$ cat src/rtl/rom_arb_pkg.sv
// Shared definitions for the ROM arbiter slice.
//   - Default ROM geometry (word-address width, instruction width)
//   - FSM state encoding for the access sequencer
//   - Requester ID constants stored with each granted access
package rom_arb_pkg;

  localparam int ADDR_W_DEF = 11;
  localparam int DATA_W_DEF = 32;

  typedef enum logic [1:0] {
    IDLE = 2'd0,
    READ = 2'd1,
    RESP = 2'd2
  } arb_state_e;

  localparam logic REQ_ID_FETCH = 1'b0;
  localparam logic REQ_ID_DEBUG = 1'b1;

endpackage

$ cat src/rtl/rom_arb_pick.sv
// Combinational grant selection between the fetch and debug requesters.
// Optional feature macro: ROM_ARB_ROUND_ROBIN_EN
//   defined   : simultaneous requests go to the requester not served last
//   undefined : fetch always wins simultaneous requests
// Ports:
//   en_i        - arbiter is able to accept an access this cycle
//   f_req_i     - fetch request
//   d_req_i     - debug request
//   last_dbg_i  - (round-robin build only) debug was the last served
//   f_gnt_o     - fetch granted
//   d_gnt_o     - debug granted
module rom_arb_pick (
  input  logic en_i,
  input  logic f_req_i,
  input  logic d_req_i,
`ifdef ROM_ARB_ROUND_ROBIN_EN
  input  logic last_dbg_i,
`endif
  output logic f_gnt_o,
  output logic d_gnt_o
);

  // Grant selection; at most one grant is ever raised.
  always_comb begin
    f_gnt_o = 1'b0;
    d_gnt_o = 1'b0;
    if (!en_i) begin
      f_gnt_o = 1'b0;
      d_gnt_o = 1'b0;
    end else if (f_req_i && d_req_i) begin
`ifdef ROM_ARB_ROUND_ROBIN_EN
      if (last_dbg_i) begin
        f_gnt_o = 1'b1;
      end else begin
        d_gnt_o = 1'b1;
      end
`else
      f_gnt_o = 1'b1;
`endif
    end else begin
      f_gnt_o = f_req_i;
      d_gnt_o = d_req_i;
    end
  end

endmodule

$ cat src/rtl/rom_arbiter.sv
// Two-port arbiter in front of a single combinational instruction ROM.
// A fetch port (byte PC) and a debug port (word address) share the ROM;
// each access takes two cycles from grant to response strobe.
// Optional feature macro: ROM_ARB_ROUND_ROBIN_EN (round-robin instead of
// fetch-first priority on simultaneous requests).
// Ports:
//   clk, rstn                  - clock, async active-low reset
//   f_req/f_addr/f_gnt         - fetch request, byte address, grant
//   f_valid/f_err/f_data       - fetch response strobe, error flag, word
//   d_req/d_addr/d_gnt         - debug request, word address, grant
//   d_valid/d_data             - debug response strobe, word
//   rom_addr/rom_data          - word address to ROM, ROM read data
module rom_arbiter
  import rom_arb_pkg::*;
#(
  parameter int ADDR_W = ADDR_W_DEF,
  parameter int DATA_W = DATA_W_DEF
) (
  input  logic              clk,
  input  logic              rstn,
  input  logic              f_req,
  input  logic [63:0]       f_addr,
  output logic              f_gnt,
  output logic              f_valid,
  output logic              f_err,
  output logic [DATA_W-1:0] f_data,
  input  logic              d_req,
  input  logic [ADDR_W-1:0] d_addr,
  output logic              d_gnt,
  output logic              d_valid,
  output logic [DATA_W-1:0] d_data,
  output logic [ADDR_W-1:0] rom_addr,
  input  logic [DATA_W-1:0] rom_data
);

  arb_state_e        state_q;
  logic              id_q;
  logic              err_q;
  logic [ADDR_W-1:0] addr_q;
  logic              f_valid_q;
  logic              f_err_q;
  logic [DATA_W-1:0] f_data_q;
  logic              d_valid_q;
  logic [DATA_W-1:0] d_data_q;

  logic              grant_en;
  logic              gnt_any;
  logic              req_id_d;
  logic [ADDR_W-1:0] req_addr_d;
  logic              req_err_d;
  logic              f_misalign;
  logic              f_out_of_range;

  // Only IDLE and RESP may accept; RESP accepting gives 2-cycle throughput.
  assign grant_en = (state_q == IDLE) || (state_q == RESP);

`ifdef ROM_ARB_ROUND_ROBIN_EN
  logic last_dbg_q;

  // Remember who was served last so a tie goes to the other requester.
  always_ff @(posedge clk or negedge rstn) begin
    if (!rstn) begin
      last_dbg_q <= 1'b0;
    end else if (gnt_any) begin
      last_dbg_q <= d_gnt;
    end else begin
      last_dbg_q <= last_dbg_q;
    end
  end
`endif

  rom_arb_pick u_pick (
    .en_i       (grant_en),
    .f_req_i    (f_req),
    .d_req_i    (d_req),
`ifdef ROM_ARB_ROUND_ROBIN_EN
    .last_dbg_i (last_dbg_q),
`endif
    .f_gnt_o    (f_gnt),
    .d_gnt_o    (d_gnt)
  );

  assign gnt_any = f_gnt | d_gnt;

  // A fetch outside the ROM or not word aligned is still accepted but
  // answered with an error and a zero word.
  assign f_misalign     = |f_addr[1:0];
  assign f_out_of_range = |f_addr[63:ADDR_W+2];

  assign req_id_d   = d_gnt ? REQ_ID_DEBUG : REQ_ID_FETCH;
  assign req_addr_d = d_gnt ? d_addr : f_addr[ADDR_W+1:2];
  assign req_err_d  = f_gnt & (f_misalign | f_out_of_range);

  // Access sequencer: latch request on grant, sample ROM in READ,
  // strobe the response during RESP.
  always_ff @(posedge clk or negedge rstn) begin
    if (!rstn) begin
      state_q   <= IDLE;
      id_q      <= REQ_ID_FETCH;
      err_q     <= 1'b0;
      addr_q    <= {ADDR_W{1'b0}};
      f_valid_q <= 1'b0;
      f_err_q   <= 1'b0;
      f_data_q  <= {DATA_W{1'b0}};
      d_valid_q <= 1'b0;
      d_data_q  <= {DATA_W{1'b0}};
    end else begin
      // Strobes are single-cycle; data registers hold between strobes.
      f_valid_q <= 1'b0;
      f_err_q   <= 1'b0;
      d_valid_q <= 1'b0;
      case (state_q)
        IDLE, RESP: begin
          if (gnt_any) begin
            state_q <= READ;
            id_q    <= req_id_d;
            err_q   <= req_err_d;
            addr_q  <= req_addr_d;
          end else begin
            state_q <= IDLE;
          end
        end
        READ: begin
          state_q <= RESP;
          if (id_q == REQ_ID_FETCH) begin
            f_valid_q <= 1'b1;
            f_err_q   <= err_q;
            f_data_q  <= err_q ? {DATA_W{1'b0}} : rom_data;
          end else begin
            d_valid_q <= 1'b1;
            d_data_q  <= rom_data;
          end
        end
        default: begin
          state_q <= IDLE;
        end
      endcase
    end
  end

  assign rom_addr = addr_q;
  assign f_valid  = f_valid_q;
  assign f_err    = f_err_q;
  assign f_data   = f_data_q;
  assign d_valid  = d_valid_q;
  assign d_data   = d_data_q;

endmodule

$ cat config.mk
export PLATFORM = sky130hd
export DESIGN_NAME = rom_arbiter
export DESIGN_NICKNAME = d
export VERILOG_FILES = /design/src/rtl/rom_arb_pkg.sv /design/src/rtl/rom_arb_pick.sv /design/src/rtl/rom_arbiter.sv
export SDC_FILE = /design/constraint.sdc
export NUM_CORES = 1
export LEC_CHECK = 0
export ABC_AREA = 1
export CORE_ASPECT_RATIO = 0.75
export CORE_MARGIN = 1.5
export CORE_UTILIZATION = 35
export CTS_CLUSTER_DIAMETER = 100
export DETAILED_ROUTE_END_ITERATION = 7
export GPL_TIMING_DRIVEN = 0
export MAX_ROUTING_LAYER = met4
export PLACE_DENSITY = 0.81
export SLEW_MARGIN = 20
export SYNTH_ARGS = -nofsm -noshare
export SYNTH_HDL_FRONTEND = slang
export SYNTH_HIERARCHICAL = 1
export SYNTH_SLANG_ARGS = --single-unit
$ cat constraint.sdc
create_clock -name clk -period 1.2 [get_ports clk]
set_input_delay 0.3 -clock clk [delete_from_list [all_inputs] [get_ports clk]]
set_output_delay 0.3 -clock clk [all_outputs]
set_load 0.01 [all_outputs]
# Yosys cells after proc, flatten, opt, wreduce, memory -nomap -nowiden
# Cells that the tools add are included.
# op_classes
n_eq_ne	2
bitwise	4
n_mux	15
n_reduce_logical	9
# ops
operator	n
$reduce_or A51 Y1	1
$mux W32	1
$mux W1	12
$mux W11	1
$reduce_and A2 Y1	3
$pmux W2 S2	1
$reduce_or A2 Y1	2
$eq A2 B1 Y1 const B	1
$eq A2 B2 Y1 const B	1
$logic_not A2 Y1	1
$or A1 B1 Y1	2
$and A1 B1 Y1	1
$logic_and A1 B1 Y1	1
$logic_or A1 B1 Y1	1
$not A1 Y1	1
# totals
wordCells	39
inputBits	111
ff_bits	82

# Logic depth before layout (Yosys ltp)
# logic_depth
word_depth	6
depth_mapped	8

# Modules after synthesis
# Netlist, hierarchy kept.
# modules_own_cells
mod	seq_area_each_um2	n_inst	area_each_um2	cells_each
rom_arbiter	2052.0	1	3532.1	420
rom_arb_pick	0.0	1	17.5	4

# Worst setup path after synthesis
# OpenSTA, ideal clock, no wires.
# synth_path
path_kind	register -> register
startpoint	register state_q[0]
endpoint	register addr_q[3] (netlist: rom_addr[3])
n_path_buf	1
setup_time_ns	0.134
synth_period_minus_slack_ns	1.383
t_arrival_ns	1.249
setup_slack_ns	-0.183
path_stages_with_launch	8
path_cell_list	dfrtp_1 -> inv_2 -> nand2_1 -> nor2_2 -> clkbuf_1 -> nand2_1 -> o21ai_0 -> o21ai_0
# synth_via
elab_chain_len	5
elab_cells_between_ends	9
classes_between	eq/ne: 1; mux: 3; bitwise: 1; reduce/logical: 4
# synth_lines
item	line	rtl
start: declaration	rom_arbiter.sv:36	arb_state_e state_q;
start signal: assignment	rom_arbiter.sv:98	state_q <= IDLE;
start signal: assignment	rom_arbiter.sv:115	state_q <= READ;
start signal: assignment	rom_arbiter.sv:120	state_q <= IDLE;
$eq A2 B2 Y1 or $logic_not A2 Y1 (tied branches)	rom_arbiter.sv:55	assign grant_en = (state_q == IDLE) || (state_q == RESP);
$logic_or A1 B1 Y1 *	rom_arbiter.sv:55	
net grant_en	rom_arbiter.sv:46	logic grant_en;
$mux W1 *	rom_arb_pick.sv:27	if (!en_i) begin
net d_gnt	rom_arbiter.sv:29	output logic d_gnt,
$or A1 B1 Y1	rom_arbiter.sv:83	assign gnt_any = f_gnt | d_gnt;
$reduce_and A2 Y1 (no source line)	--	
end signal: assignment	rom_arbiter.sv:101	addr_q <= {ADDR_W{1'b0}};
end signal: assignment	rom_arbiter.sv:118	addr_q <= req_addr_d;
end: declaration	rom_arbiter.sv:39	logic [ADDR_W-1:0] addr_q;
# The timed path passes the listed nets; every way through them passes the cells marked *.
# A chain may end at the register's enable or synchronous reset.

# Final worst setup path
# layout_path
startpoint	register state_q[0]
endpoint	output d_gnt
# layout_via
elab_chain_len	3
elab_cells_between_ends	4
classes_between	eq/ne: 1; mux: 1; reduce/logical: 2
# layout_lines
item	line
$eq A2 B2 Y1 or $logic_not A2 Y1 (tied branches)	rom_arbiter.sv:55
$logic_or A1 B1 Y1 *	rom_arbiter.sv:55
net grant_en	rom_arbiter.sv:46
$mux W1 *	rom_arb_pick.sv:27
end: declaration	rom_arbiter.sv:29
# Marks and branches as above.

==> results.md <==
* Critical Path RT at 900 ps
* RSZ-0062 raised after global routing: true
* Clock power share at around 25%
* Critical Path Fanout Max at 4
* EDFF count, synth at 0
* Placeable core area at approximately 9800 sq um
* Std cell rows at 31
* Router iterations before antenna repair at 4
* Leakage power at around 3.2 nW
* Worst slew margin at 72.9%
* Top-area cell type share of the netlist area at 57.8%
* Startpoint types: flip-flop
* CP Launch Point: state_q[0]$_DFF_PN0_
* Dpl ws at -710 ps
* Synthesized area per cell at roughly 8.4 sq um
* # IOs at between 150 and 200
* Area leader, netlist: dfrtp_1
* CP Cell Sequence: inv_2 > nand2_2 > nor2_4 > buf_6
* Clock buffer depth at 2
* Main synth FF type: dfrtp_1
* 1st-iter DRT viols at 258
* Met1 Usage GRT at 26.1%
* Fmax at 0.697 GHz
* Final hold violation count at 0
* Failing checks: setup timing
* Setup ws final at -234 ps
* Worst VDD drop at roughly 0.92 mV
* Status: finished with violations
* Synth top cells by count: nand2_1, dfrtp_1, o21ai_0
* Sequential fraction of the synthesis area at 57.8%
* Post-Syn Nets at 535
* R2R Setup Slk at -190 ps
* CP max stage delay at 390 ps
* Root Buffer: clkbuf_16
* Placer Congestion at roughly 0.8
* Antenna-violating nets left at 0
* Worst Setup End Kind: output port
* Final Max Tran Viols at 0
* Synthesized instance count at 424
* Remaining routing DRC violations at 0
* Initial antenna violation count at 0
* Fin area at 6150 sq um
* Number of library cell types mapped by synthesis at 19
* Via Count at about 3800
* FFs w/ async S/R, synth at between 90% and 100%
* Syn Std Cell Area at ~3500 sq um
* Initial Util at between 30 and 40%
* Die Wd at 119 microns
* GR Overflow Total at 0
* Via-to-Cell Ratio at 4.75
* Final net count at 772
* Clock Skews at 6.34 ps
* Hold WC Path Type: in2async
* Clk_lat worst skew at 330 ps
* CTS buffer count at 9
* GR Util met3 at 5.77%
* Worst reg2reg path startpoint: state_q[0]$_DFF_PN0_
* Data arrival time of the critical path at 1130 ps
* WHS at between 400 and 500 ps
* Largest net degree at the start of global routing at 45
* Vias in the first global route at roughly 3700
* Slew @ Worst Pin at 407 ps
* Die area at about 11000 sq um
* Max-cap violations at 0
* Area Overhead vs Synth at 73.1%
* Endpoints failing setup at 80
* Net Switching at between 4 and 5 mW
* TritonCTS clock tree: done
* Share of layout cells above drive strength 1 at between 20% and 30%
* Sw frac at 34.7%
* Detail Placement HPWL at slightly above 8 mm
* Period utilisation layout at 120%
* P_int at 8.55 mW
* Power, Total at 13.1 mW
* Pwr dens at 2130 nW/um^2
* Synth warnings at 6
* CP Class: reg2out
* Count leader, synth: nand2_1
* Synth area leaders: dfrtp_1, nand2_1, o21ai_0, nand3_1, nor2_1
* Gr busiest metal: met2
* Chip height at 90.2 microns
* Met2 usage in global routing at 36.0%
* Number of clock sinks at 82
* Clock transition at path regs at around 60 ps
* Port bufs at 190
* Crit path time final at 1430 ps
* Total GRT Usage at 21.7%
* Final WL at 11.8 mm
* Sequential Power Share at 34.6%
* Synth Register Bits at 82
* CTS H-tree lvls at 3
* First-pass GRT wire length at 18.0 mm
* Slowest CP cell: dfrtp_1
* Placement Cell Area at about 5700 sq um
* Share of total power in combinational logic at 40.2%
* N_diodes at 0
* Routed wirelength normalized by instance count at between 10 and 15 microns
logic make-up (layout without fill, tap and decap cells):
kind of cell	count (synthesis)	after routing	synth area share, %
simple gates	244	244	28.1
flops	82	82	57.8
compound gates	56	56	7.90
buf+inv	42	282	6.24
power groups by stage:
| stage | sequential (mW) | combinational (mW) | clock (mW) |
|---|---|---|---|
| floorplan | 5.00 | 1.70 | 0 |
| global placement | 4.53 | 5.26 | 0 |
| detailed placement | 4.58 | 5.38 | 0 |
| CTS | 4.50 | 4.96 | 3.33 |
| global route | 4.68 | 5.71 | 3.44 |
| finish | 4.53 | 5.26 | 3.30 |
path summary, 6_finish.rpt:
check	endpoint	cells after the start
min reg2reg	d_data[6]$_DFFE_PN0P_	2
max	d_gnt	4
min in group clk	d_data[6]$_DFFE_PN0P_	2
max reg2reg	rom_addr[0]$_DFFE_PN0P_	9
max in group asynchronous	rom_addr[3]$_DFFE_PN0P_	3
min	d_data[5]$_DFFE_PN0P_	2
worst max-delay path, delay by kind of cell, from the launching register on:
kind,cells,cell delay [ps]
buffers and inverters,2,210
flip-flops,1,390
AND/OR/NAND/NOR,2,200
metrics by stage:
step	instances	TNS [ps]	util, %
2_1_floorplan	424	-513	-
3_3_place_gp	746	-254310	57.7
3_5_place_dp	747	-13960	57.9
4_1_cts	786	-10440	60.5
5_1_grt	796	-18050	62.9
6_report	796	-11410	62.9
sequential cells by signal (all words and copies together) (netlist names):
| signal | flops |
|---|---|
| f_valid | 1 |
| id_q | 1 |
| rom_addr | 11 |
| f_data | 32 |
| d_data | 32 |
| d_valid | 1 |
| f_err | 1 |
| state_q | 2 |
| err_q | 1 |
cell usage in the layout, fill, tap and decap left out:
cell,count
o21ai_0,24
or2_2,1
buf_12,2
clkbuf_1,3
buf_8,5
inv_1,15
nand2_1,155
nand2_4,1
clkdlybuf4s50_1,108
nor3_1,1
o21ai_2,8
nor2_8,1
buf_6,22
inv_2,3
dlygate4sd3_1,1
clkbuf_2,3
o21ai_4,1
clkinv_4,1
inv_6,2
nand3_1,28
clkbuf_4,2
nand3_2,4
buf_4,21
nor2_4,3
clkbuf_16,11
dfrtp_1,82
o21ai_1,23
nor2_1,34
dlygate4sd2_1,1
bufinv_16,4
nand2_2,15
buf_2,78
nand4_1,1
routing by layer:
layer	share of wire (%)	wire [microns]
met5	0	0
met4	1.9	223
met3	7.5	879
met1	42	4960
met2	48	5690
repair_timing:
| action | 4_1_cts | 5_1_grt |
|---|---|---|
| pin swaps | 6 | 6 |
| endpoints found under the hold margin | 38 | 0 |
| setup endpoints to repair | 156 | 129 |
| resized for setup | 364 | 65 |
| cloned | 3 | 4 |
| hold buffers | 1 | 0 |
| buffers inserted | 21 | 6 |
final cells by class:
type	instances	area, sq um
well taps	132	165
clock inverters	5	129
inverters	20	85.1
clock buffers	9	225
fillers	857	3630
repair buffers	226	1880
flip-flops and latches	82	2050
multi-input cells	300	1390
plain buffers	22	218
Note: power is estimated with default switching activity, not from simulation.
